[config.mk]
export PLATFORM = sky130hd
export DESIGN_NAME = regfile_debug_access
export DESIGN_NICKNAME = d
export VERILOG_FILES = /design/src/rtl/regfile_debug_access.sv
export SDC_FILE = /design/constraint.sdc
export NUM_CORES = 1
export LEC_CHECK = 0
export CAP_MARGIN = 5
export CORE_MARGIN = 2
export CORE_UTILIZATION = 46
export DETAILED_ROUTE_END_ITERATION = 7
export GPL_ROUTABILITY_DRIVEN = 0
export PLACE_DENSITY = 0.85
export SLEW_MARGIN = 20
export SYNTH_ARGS = -nofsm -noshare
export SYNTH_HDL_FRONTEND = slang
export SYNTH_SLANG_ARGS = --single-unit
[constraint.sdc]
create_clock -name clk -period 2.15 [get_ports clk]
set_input_delay 0.215 -clock clk [delete_from_list [all_inputs] [get_ports clk]]
set_output_delay 0.215 -clock clk [all_outputs]
set_load 0.02 [all_outputs]
[src/rtl/regfile_debug_access.sv]
// Debug-side initiator for the 32x32 register file.
// Takes one read or write command from the debug host. It halts the core,
// drives read port 1 and the write port for a single cycle, returns the
// response, and then releases the core. Every output is registered.
//
// state   | meaning
// --------+----------------------------------------------------------
// IDLE    | ready for a host command (dbg_req_ready=1)
// HALT    | halt_req raised, waiting for halt_ack or timeout
// ACCESS  | one cycle owning the regfile ports (rf_sel=1)
// RESP    | response held valid until the host accepts it
// RELEASE | halt_req dropped, waiting for the core to drop halt_ack
module regfile_debug_access #(
   parameter int unsigned HALT_TIMEOUT = 255
) (
   input  logic        clk,
   input  logic        rst,
   input  logic        dbg_req_valid,
   output logic        dbg_req_ready,
   input  logic        dbg_req_write,
   input  logic [4:0]  dbg_req_addr,
   input  logic [31:0] dbg_req_wdata,
   output logic        dbg_rsp_valid,
   input  logic        dbg_rsp_ready,
   output logic [31:0] dbg_rsp_rdata,
   output logic        dbg_rsp_err,
   output logic        halt_req,
   input  logic        halt_ack,
   output logic        rf_sel,
   output logic [4:0]  rf_a1,
   input  logic [31:0] rf_rd1,
   output logic [4:0]  rf_a3,
   output logic [31:0] rf_wd3,
   output logic        rf_we3
);

   typedef enum logic [2:0] {
      S_IDLE    = 3'd0,
      S_HALT    = 3'd1,
      S_ACCESS  = 3'd2,
      S_RESP    = 3'd3,
      S_RELEASE = 3'd4
   } state_t;

   // The timer counts the HALT cycles that have already gone by without an
   // ack. On the cycle where it reaches its last value, the access is abandoned.
   localparam logic [7:0] TIMER_LAST = 8'(HALT_TIMEOUT - 1);

   state_t      state;
   logic        cmd_write;
   logic [4:0]  cmd_addr;
   logic [31:0] cmd_wdata;
   logic [7:0]  timer;

   // Sequencer: the state, the latched command and every output register.
   always_ff @(posedge clk or negedge rst) begin
      if (!rst) begin
         state         <= S_IDLE;
         cmd_write     <= 1'b0;
         cmd_addr      <= 5'd0;
         cmd_wdata     <= 32'd0;
         timer         <= 8'd0;
         dbg_req_ready <= 1'b1;
         dbg_rsp_valid <= 1'b0;
         dbg_rsp_rdata <= 32'd0;
         dbg_rsp_err   <= 1'b0;
         halt_req      <= 1'b0;
         rf_sel        <= 1'b0;
         rf_a1         <= 5'd0;
         rf_a3         <= 5'd0;
         rf_wd3        <= 32'd0;
         rf_we3        <= 1'b0;
      end else begin
         case (state)
            S_IDLE: begin
               if (dbg_req_valid) begin
                  cmd_write     <= dbg_req_write;
                  cmd_addr      <= dbg_req_addr;
                  cmd_wdata     <= dbg_req_wdata;
                  timer         <= 8'd0;
                  dbg_req_ready <= 1'b0;
                  halt_req      <= 1'b1;
                  state         <= S_HALT;
               end
            end
            S_HALT: begin
               if (halt_ack) begin
                  rf_sel <= 1'b1;
                  rf_a1  <= cmd_addr;
                  rf_a3  <= cmd_addr;
                  rf_wd3 <= cmd_wdata;
                  // x0 is hardwired to zero, so a write to it never reaches the regfile.
                  rf_we3 <= cmd_write & (cmd_addr != 5'd0);
                  state  <= S_ACCESS;
               end else if (timer == TIMER_LAST) begin
                  dbg_rsp_valid <= 1'b1;
                  dbg_rsp_rdata <= 32'd0;
                  dbg_rsp_err   <= 1'b1;
                  state         <= S_RESP;
               end else begin
                  timer <= timer + 8'd1;
               end
            end
            S_ACCESS: begin
               rf_sel        <= 1'b0;
               rf_a1         <= 5'd0;
               rf_a3         <= 5'd0;
               rf_wd3        <= 32'd0;
               rf_we3        <= 1'b0;
               dbg_rsp_valid <= 1'b1;
               dbg_rsp_err   <= 1'b0;
               dbg_rsp_rdata <= (!cmd_write && (cmd_addr != 5'd0)) ? rf_rd1 : 32'd0;
               state         <= S_RESP;
            end
            S_RESP: begin
               if (dbg_rsp_ready) begin
                  dbg_rsp_valid <= 1'b0;
                  dbg_rsp_rdata <= 32'd0;
                  dbg_rsp_err   <= 1'b0;
                  halt_req      <= 1'b0;
                  state         <= S_RELEASE;
               end
            end
            S_RELEASE: begin
               if (!halt_ack) begin
                  dbg_req_ready <= 1'b1;
                  state         <= S_IDLE;
               end
            end
            default: begin
               dbg_req_ready <= 1'b1;
               dbg_rsp_valid <= 1'b0;
               halt_req      <= 1'b0;
               rf_sel        <= 1'b0;
               rf_we3        <= 1'b0;
               state         <= S_IDLE;
            end
         endcase
      end
   end

endmodule

**Yosys cells after proc, flatten, opt, wreduce, memory -nomap -nowiden**

Cells that the tools add are included.

- Bits in registers: 124
- Input bits: 75
- Word-level logic and storage cells: 86

- $add $sub $neg: 1
- Equality and inequality tests: 13
- Mux-type cells: 33
- Bitwise operators: 5
- Reductions and logical operators: 20

Operators by type and width:

| cell | count |
|---|---|
| $mux W32 | 5 |
| $pmux W32 S3 | 1 |
| $pmux W32 S2 | 1 |
| $mux W8 | 3 |
| $pmux W8 S2 | 1 |
| $reduce_and A4 Y1 | 4 |
| $mux W3 | 5 |
| $pmux W3 S5 | 1 |
| $ne A2 B2 Y1 const B | 7 |
| $pmux W5 S2 | 1 |
| $pmux W1 S3 | 3 |
| $reduce_or A3 Y1 | 3 |
| $add A8 B1 Y8 const B | 1 |
| $eq A8 B8 Y1 const B | 1 |
| $mux W1 | 8 |
| $eq A3 B2 Y1 const B | 2 |
| $reduce_and A2 Y1 | 3 |
| $reduce_and A3 Y1 | 2 |
| $mux W5 | 1 |
| $reduce_bool A5 Y1 | 1 |
| $not A1 Y1 | 4 |
| $pmux W1 S2 | 2 |
| $pmux W1 S4 | 1 |
| $reduce_bool A2 Y1 | 2 |
| 9 further kinds | 9 |

**Depth between registers and ports, before layout**

- Depth after elaboration: 4
- Gate-level depth with buffers: 7
- Gate-level depth less buffers: 6

**Worst setup path after synthesis**

No wires, ideal clock.

- Path kind: register to register
- From: register state[2]
- To: register cmd_addr[0]
- Library setup time: 125 ps
- Arrival time: 1,507 ps
- Data required time: 2,025 ps
- Slack: 518 ps
- Cell stages (with the launch flop): 5
- Path buffers: 2
- Path through: dfrtp_1 -> nor4b_2 -> buf_2 -> buf_4 -> mux2_2

- Longest elaborated chain between the ends: 2

RTL lines:

| element | RTL line | source |
|---|---|---|
| start, declared | 49 | `state_t state;` |
| start signal, assigned | 58 | `state <= S_IDLE;` |
| start signal, assigned | 83 | `state <= S_HALT;` |
| start signal, assigned | 94 | `state <= S_ACCESS;` |
| $logic_not A3 Y1 | 74 | `case (state)` |
| $reduce_and A2 Y1 (no source line) | - |  |
| end signal, assigned | 78 | `cmd_addr <= dbg_req_addr;` |
| end, declared | 51 | `logic [4:0] cmd_addr;` |

Every way passes these cells.
A chain may end at the register's enable or synchronous reset.

**Worst setup path in the final report**

- From: register state[0]
- To: register dbg_rsp_rdata[21]

- Longest elaborated chain between the ends: 3
- Elaborated cells between the ends (all ways): 9

RTL lines:

| element | RTL line | source |
|---|---|---|
| $eq A3 B1 Y1 or $eq A3 B2 Y1 (tied branches) | 74 |  |
| $ne A2 B2 Y1 (no source line) or $reduce_bool A3 Y1 (tied branches) | - |  |
| $reduce_and A4 Y1 (no source line) | - |  |
| end signal, assigned | 112 | `dbg_rsp_rdata <= (!cmd_write && (cmd_addr != 5'd0)) ? rf_rd1 : 32'd0;` |
| end, declared | 25 | `output logic [31:0] dbg_rsp_rdata,` |

Parallel ways exist; a longest one is shown, timed or not.

==> results_dict.tcl <==
set metrics [dict create \
    status "finished, final reports clean" \
    fmax_mhz 520 \
    critPathMaxFanout 22 \
    grt_max_degree 62 \
    rsz0062_at_grt "no" \
    synth_fp_nets 426 \
    wl_um 12100 \
    antenna_found_initial 0 \
    synth_top_area_share_pct 63.7 \
    regArea_mm2 0.00310 \
    preCtsSetupSlack_ns 0.183 \
    gr-usage-all-layers_pct 22.5 \
    synth-seq-cells 124 \
    drv_cap 0 \
    clk_latency_ns 0.51 \
    syn2layout_area_growth_pct 49.4 \
    n_fill_cell 715 \
    grt.overflow.total 0 \
    io_pins 155 \
    vias 3609 \
    fin_skew_ns 0.00721 \
    synth_common_cells "dfrtp_1 (123), a22o_1 (70), mux2_2 (39)" \
    grt_pass1_wl_um 19600 \
    core_area_mm2 0.0103 \
    diodes 0 \
    max_slew_margin_pct 47.0 \
    port_buffers 154 \
    avgSynthCellArea_um2 13.9 \
    root_buffer "clkbuf_8" \
    die-area_mm2 0.0113 \
    finalNetCount 588 \
    drt-initial-drc-count 215 \
    htree_levels 4 \
    drc_errors 0 \
    final.setup.tns_ns 0 \
    peakVddDrop_mv 0.735 \
    drive_above_1_share_pct 17.7 \
    synth_edf_count 0 \
    cts_buffer_depth 2 \
    dieWidth_um 107 \
    finalHoldViolations 0 \
    clk_transition_reported_paths_ns 0.06 \
    hold_path.class "input port to register" \
    leakagePower_nw 3.18 \
    fin_crit_ns 1.92 \
    cts_tree "yes" \
    crit_type "register to register" \
    required_ns 2.54 \
    syn-cell-area_mm2 0.00483 \
    ys_seq_area_share_pct 64.2 \
    wl_per_cell_um 18.3 \
    first_global_vias 3888 \
    initial_core_util_pct 47.0 \
    worst_slack_ns 0.228 \
    end_kind "register" \
    synthCells 349 \
    synthTopCellsByArea "dfrtp_1 (64%), a22o_1 (13%), mux2_2 (9.1%)" \
    ys_warn_count 0 \
    async_flop_share_pct 100 \
    power_density_mw_per_mm2 1590 \
    cp-start-kind "register" \
    fin_crit_sh_pct 89.4 \
    yosysMostFrequentCell "dfrtp_1" \
    setup_viol 0 \
    critPathArrivalTime_ns 2.31 \
    cts_buffers 17 \
    ys.flop_type "dfrtp_1" \
    via_per_inst 5.47 \
    worstMarginPinSlew_ns 0.796 \
    dieHeight_um 107 \
    synth_cell_types 40 \
    num_rows 37 \
    drt-pass1-iter-count 4 \
    cts.repair.resized 0 \
    yosysTopAreaCell "dfrtp_1" \
    dp_hpwl_um 8090 \
    final_antenna_net_count 0 \
    clock-sinks 124 \
    multi_input_area_mm2 0.00157 \
    drv_slew 0 \
]
-- cells in the final DEF, fill, tap and decap left out, types with 2 or more instances in the layout --
| cell type | n |
|---|---|
| nand3_1 | 6 |
| buf_12 | 5 |
| nand2_1 | 11 |
| a21oi_1 | 8 |
| mux2i_1 | 2 |
| clkbuf_16 | 16 |
| o21ai_0 | 4 |
| nor3_1 | 4 |
| nor2_1 | 6 |
| clkinvlp_4 | 2 |
| bufinv_16 | 4 |
| clkinv_2 | 4 |
| clkbuf_8 | 4 |
| a21o_1 | 2 |
| nor2b_1 | 2 |
| ha_1 | 2 |
| inv_1 | 10 |
| a31oi_1 | 3 |
| clkdlybuf4s50_1 | 153 |
| o211ai_1 | 3 |
| nand2b_1 | 3 |
| mux2_2 | 39 |
| a211oi_1 | 2 |
| a22o_1 | 70 |
| dfrtp_1 | 123 |
| buf_4 | 10 |
| or3_1 | 3 |
-- cell families after synthesis --
kind of cell             after synthesis  synth area share [%]
adder cells (fa/ha/maj)                2                 0.518
AND/OR/NAND/NOR                       44                  4.89
flip-flops                           124                  64.2
buffers and inverters                 36                  3.73
multiplexers                          41                  9.50
AO/OA/AOI/OAI                        102                  17.2
-- final timing paths --
path	startpoint	to	slack, ns	cells after the start
hold / removal	rf_rd1[7]	dbg_rsp_rdata[7]	0.31	2
max in group asynchronous	rst	rf_we3	1.15	3
setup / recovery	state[0]	dbg_rsp_rdata[21]	0.23	5
hold reg to reg	rf_sel	rf_sel	0.48	1
min in group asynchronous	rst	rf_wd3[7]	0.33	2
setup reg to reg	state[0]	dbg_rsp_rdata[21]	0.23	5
-- where the power goes --
part | switching (mW) | leakage [nW] | internal [mW]
Sequential | 0.708 | 1.58 | 3.34
Combinational | 2.14 | 1.30 | 2.30
Clock | 0.998 | 0.304 | 1.97
-- per-stage QoR --
step	hold WS, ns	cells	power (mW)	area, µm²	util (%)
floorplan	-0.0806	349	6.52	4830	-
global placement	0.339	627	8.31	6590	64.1
detailed placement	0.353	627	8.49	6590	64.1
CTS	0.285	660	11.5	7220	70.3
global route	0.296	660	12.1	7220	70.3
finish	0.311	660	11.5	7220	70.3
-- area by class of cell --
| type | instances | share of cell area, % |
|---|---|---|
| Sequential cell | 124 | 43.0 |
| Timing Repair Buffer | 169 | 23.8 |
| Multi-Input combinational cell | 189 | 21.8 |
| Clock buffer | 21 | 6.36 |
| Tap cell | 136 | 2.36 |
| Clock inverter | 11 | 2.27 |
| Inverter | 10 | 0.520 |
-- registers in the layout (all words and copies together), names as in the netlist --
| signal | count |
|---|---|
| rf_sel | 1 |
| halt_req | 1 |
| cmd_write | 1 |
| rf_we3 | 1 |
| dbg_rsp_valid | 1 |
| rf_a3 | 5 |
| cmd_addr | 5 |
| dbg_req_ready | 1 |
| timer | 8 |
| dbg_rsp_rdata | 32 |
| dbg_rsp_err | 1 |
| cmd_wdata | 32 |
| rf_wd3 | 32 |
| state | 3 |
-- metal layers --
layer | vias to the layer above | share of wire [%] | GRT usage (%)
li1 | 1614 | - | -
met1 | 1841 | 41 | 27.8
met2 | 131 | 50 | 35.8
met3 | 23 | 6.9 | 8.52
met4 | 0 | 2.1 | 8.81
met5 | - | 0 | 0
-- what timing repair did --
item | in CTS | in global routing
endpoints found under the hold margin | 58 | 0
hold buffers | 1 | 0
setup buffers | 0 | 0
-- worst max-delay path, cell delays in order (launching register included) --
cell,delay [ns]
dfrtp_1,0.60
inv_1,0.20
nor3_1,0.44
o21ai_2,0.11
buf_4,0.23
a22o_1,0.21
Power figures use the tool's default switching activity.
